### src/rtl/digital_clock_pkg.sv
// Shared types and helpers for the mm:ss clock: controller state encoding,
// time-field width and the wrap/clamp arithmetic used on minutes/seconds.
package digital_clock_pkg;

  localparam int TIME_W = 6;
  localparam logic [TIME_W-1:0] MAX_SEC_MIN = 6'd59;

  typedef enum logic [1:0] {
    RUN     = 2'd0,
    SET_MIN = 2'd1,
    SET_SEC = 2'd2,
    COMMIT  = 2'd3
  } ctrl_state_t;

  function automatic logic [TIME_W-1:0] clamp_time(input logic [TIME_W-1:0] v);
    return (v > MAX_SEC_MIN) ? MAX_SEC_MIN : v;
  endfunction

  function automatic logic [TIME_W-1:0] inc_wrap(input logic [TIME_W-1:0] v);
    return (v >= MAX_SEC_MIN) ? '0 : v + 1'b1;
  endfunction

  function automatic logic [TIME_W-1:0] dec_wrap(input logic [TIME_W-1:0] v);
    return (v == '0) ? MAX_SEC_MIN : v - 1'b1;
  endfunction

endpackage

### src/rtl/tick_prescaler.sv
// Free-running modulo-TICK_DIV counter with a one-cycle terminal-count flag.
module tick_prescaler #(
  parameter int TICK_DIV = 100_000_000,
  parameter int PCNT_W   = $clog2(TICK_DIV)
) (
  input  logic              clk,
  input  logic              reset,
  output logic [PCNT_W-1:0] pcnt,
  output logic              t
);

  localparam logic [PCNT_W-1:0] LAST = PCNT_W'(TICK_DIV - 1);

  always_ff @(posedge clk) begin
    if (reset)
      pcnt <= '0;
    else if (pcnt == LAST)
      pcnt <= '0;
    else
      pcnt <= pcnt + 1'b1;
  end

  assign t = (pcnt == LAST);

endmodule

### src/rtl/digital_clock_ctrl.sv
// Sequencer for the mm:ss counter: one-second count enable plus the
// button-driven set-time FSM that edits shadow time and commits it with a load strobe.
module digital_clock_ctrl
  import digital_clock_pkg::*;
#(
  parameter int TICK_DIV      = 100_000_000,
  parameter int TIMEOUT_TICKS = 10
) (
  input  logic              clk,
  input  logic              reset,
  input  logic              mode_btn,
  input  logic              inc_btn,
  input  logic              dec_btn,
  input  logic [TIME_W-1:0] cur_min,
  input  logic [TIME_W-1:0] cur_sec,
  output logic              tick_en,
  output logic              load_en,
  output logic [TIME_W-1:0] load_min,
  output logic [TIME_W-1:0] load_sec,
  output logic              setting,
  output logic              field_sel,
  output logic              blink
);

  localparam int PCNT_W = $clog2(TICK_DIV);
  localparam int ICNT_W = $clog2(TIMEOUT_TICKS + 1);
  localparam logic [PCNT_W-1:0] HALF    = PCNT_W'(TICK_DIV / 2);
  localparam logic [ICNT_W-1:0] ICNT_TO = ICNT_W'(TIMEOUT_TICKS);

  ctrl_state_t state, state_next;
  logic [PCNT_W-1:0] pcnt;
  logic              t;
  logic [ICNT_W-1:0] icnt;
  logic [TIME_W-1:0] min_next, sec_next;
  logic              any_btn;
  logic              timed_out;

  tick_prescaler #(
    .TICK_DIV (TICK_DIV),
    .PCNT_W   (PCNT_W)
  ) u_prescaler (
    .clk   (clk),
    .reset (reset),
    .pcnt  (pcnt),
    .t     (t)
  );

  assign any_btn   = mode_btn | inc_btn | dec_btn;
  assign timed_out = (icnt == ICNT_TO);

  always_ff @(posedge clk) begin
    if (reset) begin
      state    <= RUN;
      load_min <= '0;
      load_sec <= '0;
      tick_en  <= 1'b0;
    end else begin
      state    <= state_next;
      load_min <= min_next;
      load_sec <= sec_next;
      tick_en  <= t && (state == RUN);
    end
  end

  // Inactivity counter only lives in the set states; it is zero everywhere else,
  // which also gives the clear on entry to SET_MIN.
  always_ff @(posedge clk) begin
    if (reset || !(state == SET_MIN || state == SET_SEC) || any_btn)
      icnt <= '0;
    else if (t && !timed_out)
      icnt <= icnt + 1'b1;
  end

  always_comb begin
    state_next = state;
    min_next   = load_min;
    sec_next   = load_sec;
    setting    = (state == SET_MIN) || (state == SET_SEC);
    field_sel  = (state == SET_SEC);
    load_en    = (state == COMMIT);
    blink      = setting ? (pcnt < HALF) : 1'b1;

    // mode_btn outranks edits and timeout; an inc+dec pair is activity but no edit.
    case (state)
      RUN: begin
        if (mode_btn) begin
          state_next = SET_MIN;
          min_next   = clamp_time(cur_min);
          sec_next   = clamp_time(cur_sec);
        end
      end
      SET_MIN: begin
        if (mode_btn)
          state_next = SET_SEC;
        else if (inc_btn && !dec_btn)
          min_next = inc_wrap(load_min);
        else if (dec_btn && !inc_btn)
          min_next = dec_wrap(load_min);
        else if (!any_btn && timed_out)
          state_next = RUN;
      end
      SET_SEC: begin
        if (mode_btn)
          state_next = COMMIT;
        else if (inc_btn && !dec_btn)
          sec_next = inc_wrap(load_sec);
        else if (dec_btn && !inc_btn)
          sec_next = dec_wrap(load_sec);
        else if (!any_btn && timed_out)
          state_next = RUN;
      end
      COMMIT: state_next = RUN;
      default: state_next = RUN;
    endcase
  end

endmodule
### config.mk
export PLATFORM = sky130hd
export DESIGN_NAME = digital_clock_ctrl
export DESIGN_NICKNAME = d
export VERILOG_FILES = /design/src/rtl/digital_clock_pkg.sv /design/src/rtl/tick_prescaler.sv /design/src/rtl/digital_clock_ctrl.sv
export SDC_FILE = /design/constraint.sdc
export NUM_CORES = 1
export LEC_CHECK = 0
export CAP_MARGIN = 5
export CORE_ASPECT_RATIO = 1.2
export CORE_MARGIN = 4
export CORE_UTILIZATION = 30
export DETAILED_ROUTE_END_ITERATION = 10
export PLACE_DENSITY = 0.59
export SLEW_MARGIN = 20
export SYNTH_ARGS = -nofsm -noshare
export SYNTH_HDL_FRONTEND = slang
export SYNTH_SLANG_ARGS = --single-unit
### constraint.sdc
create_clock -name clk -period 2.15 [get_ports clk]
set_input_delay 0.3225 -clock clk [delete_from_list [all_inputs] [get_ports clk]]
set_output_delay 0.3225 -clock clk [all_outputs]
set_load 0.02 [all_outputs]
==> qor.csv <==
metric;value;unit
outcome;finished, final reports clean;
Post-Synth Adder-Cell Area;0.0564;
drt pass-1 iters;4;
1st-iter DRT viols;78;
PwrDens;625;nW/µm²
Clk Latency, worst-skew pair;0.29;ns
final setup fails;0;
ys flop type;dfxtp_1;
Yosys cell types;60;
maxcap violations;0;
Starting Density;0.306;
mux cell area share after synthesis;0.00654;
Clk pwr share;0.337;
Synth-to-Final Area Change;23.1;%
Synth Area in Compound Gates;0.259;
ant diodes;0;
Setup TNS;0;ns
NetSw;0.729;mW
remaining routing DRC violations;0;
global-route wire length before repair;13100;µm
largest net degree at the start of global routing;17;
delay-heaviest family, CP;simple AND/OR/NAND/NOR gates;
VDD IR max;256;µV
fin crit share;0.943;
grt ovf;0;
synthesized flop and latch total;46;
Routed WL per cell;14.2;µm
GP Congestion;0.825;
post-route antenna net violation count;0;
Die Height;119;µm
power share of the combinational group;0.241;
CP Data Required Time;2.37;ns
Global Route Usage Sum;0.131;
synthesized area per cell;7.91;µm²
Reg power frac;0.422;
fin nets;454;
most common cell in the synthesized netlist;dfxtp_1;
Post-synth EDFFs;0;
H-tree lvl count;2;
core box area;10000;µm²
Worst EP arrival;2.25;ns
P_leak;1.26;nW
unrepaired setup endpoints after global routing;no;
Num CTS Buffers;5;
vias in the first global route;2798;
syn nets;417;
synth top area cells;dfxtp_1, ha_1, a21oi_1;
FP Rows;40;
crit end category;flip-flop;
largest family of logic cells by synthesized area;simple AND/OR/NAND/NOR gates;
Setup Buffers After CTS;0;
cell area after layout;3770;µm²
vias post-DR;3045;
initial antenna violation count;0;
CP max stage delay;0.62;ns
final HPWL from detailed placement;5690;µm
CTS tree;done;
Simple-Gate Fraction of Synth Area;0.283;
worst slew pin tran;0.526;ns
internal power;1.63;mW
Post-Syn Instances;387;
min-delay worst type;flip-flop to flip-flop;
FFs w/ async S/R, synth;0;
Net Sw Frac;0.309;
# IOs;34;
Slowest cell on crit path;or4_4;
YS warnings;0;
Slew Limit Fails;0;
Min Clock Period, post-route;2.03;ns
Routed WL;7830;µm
count of filler cells inserted in the layout;1056;
most common library cells after synthesis;dfxtp_1, nor2_1, a21oi_1, nand2_1, inv_1;
fmax;493;MHz
CP Buf/Inv Count;0;
skew final;0.00840;ns
Worst Path Max Fanout;11;
critical-path cell list;ha_1 -> nand3_2 -> or4_4 -> or4_1 -> a21oi_1;
area leader, netlist;dfxtp_1;
post-CTS sizing;1;
total die area;11900;µm²
Final Hold Fails;0;
Synth top area share;0.301;
die width;100;µm
Synth Area in XOR/XNOR;0.0315;
clock transition at the registers of the reported paths;0.07;ns
layout cells sized above 1;0.0988;
crit start category;flip-flop;
Hold-fix buffers, CTS;0;
vias per cell;5.53;
register area share after synthesis;0.301;
root buffer cell;clkbuf_16;
I/O Buffers;33;
# clock sinks;46;
Slew Limit Headroom;0.649;
Post-Syn Area;3060;µm²
clk buf depth;2;
kind of critical path;flip-flop to flip-flop;
dpl cell area;3620;µm²
## power groups by stage
stage	combinational (mW)	clock, mW	sequential, mW
5_1_grt	0.626	0.866	1.00
4_1_cts	0.572	0.831	0.991
6_report	0.568	0.795	0.994
3_3_place_gp	0.563	0	1.01
3_5_place_dp	0.568	0	1.01
2_1_floorplan	0.376	0	0.991
## worst register-to-register path, stage by stage (launching register included)
cell     delay [ns]
dfxtp_1        0.37
ha_1           0.23
nand3_2        0.09
or4_4          0.62
or4_1          0.50
a21oi_1        0.16
## worst paths after layout
kind	start	slack (ns)	cells past startpoint	to
setup / recovery	u_prescaler.pcnt[0]	0.12	5	u_prescaler.pcnt[24]
hold / removal	u_prescaler.pcnt[0]	0.46	1	u_prescaler.pcnt[0]
setup reg to reg	u_prescaler.pcnt[0]	0.12	5	u_prescaler.pcnt[24]
hold reg to reg	u_prescaler.pcnt[0]	0.46	1	u_prescaler.pcnt[0]
## cell usage in the layout (no fill, tap or decap), drive strengths merged, types with 6 or more instances in the layout
master	count
buf	23
o31ai	15
a21oi	26
xnor2	8
nand4	7
nand3	19
clkbuf	7
ha	13
inv	22
and3	8
clkdlybuf4s50	31
nor2	26
o21ai	16
nand2	24
a31oi	9
dfxtp	46
nand2b	9
or3	8
nor3	17
o2111ai	6
or4	14
## metrics by stage
stage / hold WS (ns) / util / total power [mW] / setup WS [ns] / instances
finish: 0.459 / 0.377 / 2.36 / 0.124 / 551
global route: 0.486 / 0.377 / 2.50 / 0.00645 / 551
detailed placement: 0.450 / 0.362 / 1.58 / 0.0866 / 543
global placement: 0.442 / 0.362 / 1.57 / 0.0365 / 543
floorplan: 0.430 / - / 1.37 / 0.200 / 387
CTS: 0.464 / 0.377 / 2.39 / 0.0278 / 551
## sequential cells by signal, indices dropped and copies added (netlist names)
signal,count
u_prescaler.pcnt,27
load_min,6
load_sec,6
tick_en,1
icnt,4
state,2
## cells by family after synthesis
family,count (synthesis)
buf+inv,48
flops,46
xor+xnor,11
compound gates,113
simple gates,153
mux,2
fa+ha+maj,14
## layer usage
layer,wire [µm],part of all wire,GRT usage,vias to the layer above
li1,-,-,-,1538
met3,290,0.037,0.0218,9
met1,3620,0.46,0.171,1444
met4,113,0.014,0.0388,0
met5,0,0,0,-
met2,3810,0.49,0.221,54
## cell type report
class / count / area [µm²] / share of cell area
multi-input cells: 293 / 1960 / 0.519
clock buffers: 6 / 139 / 0.0368
well taps: 126 / 158 / 0.0418
clock inverters: 2 / 12.5 / 0.00332
flip-flops and latches: 46 / 921 / 0.244
inverters: 22 / 82.6 / 0.0219
repair buffers: 56 / 500 / 0.133
No activity file was read; power rests on OpenSTA's default activity.
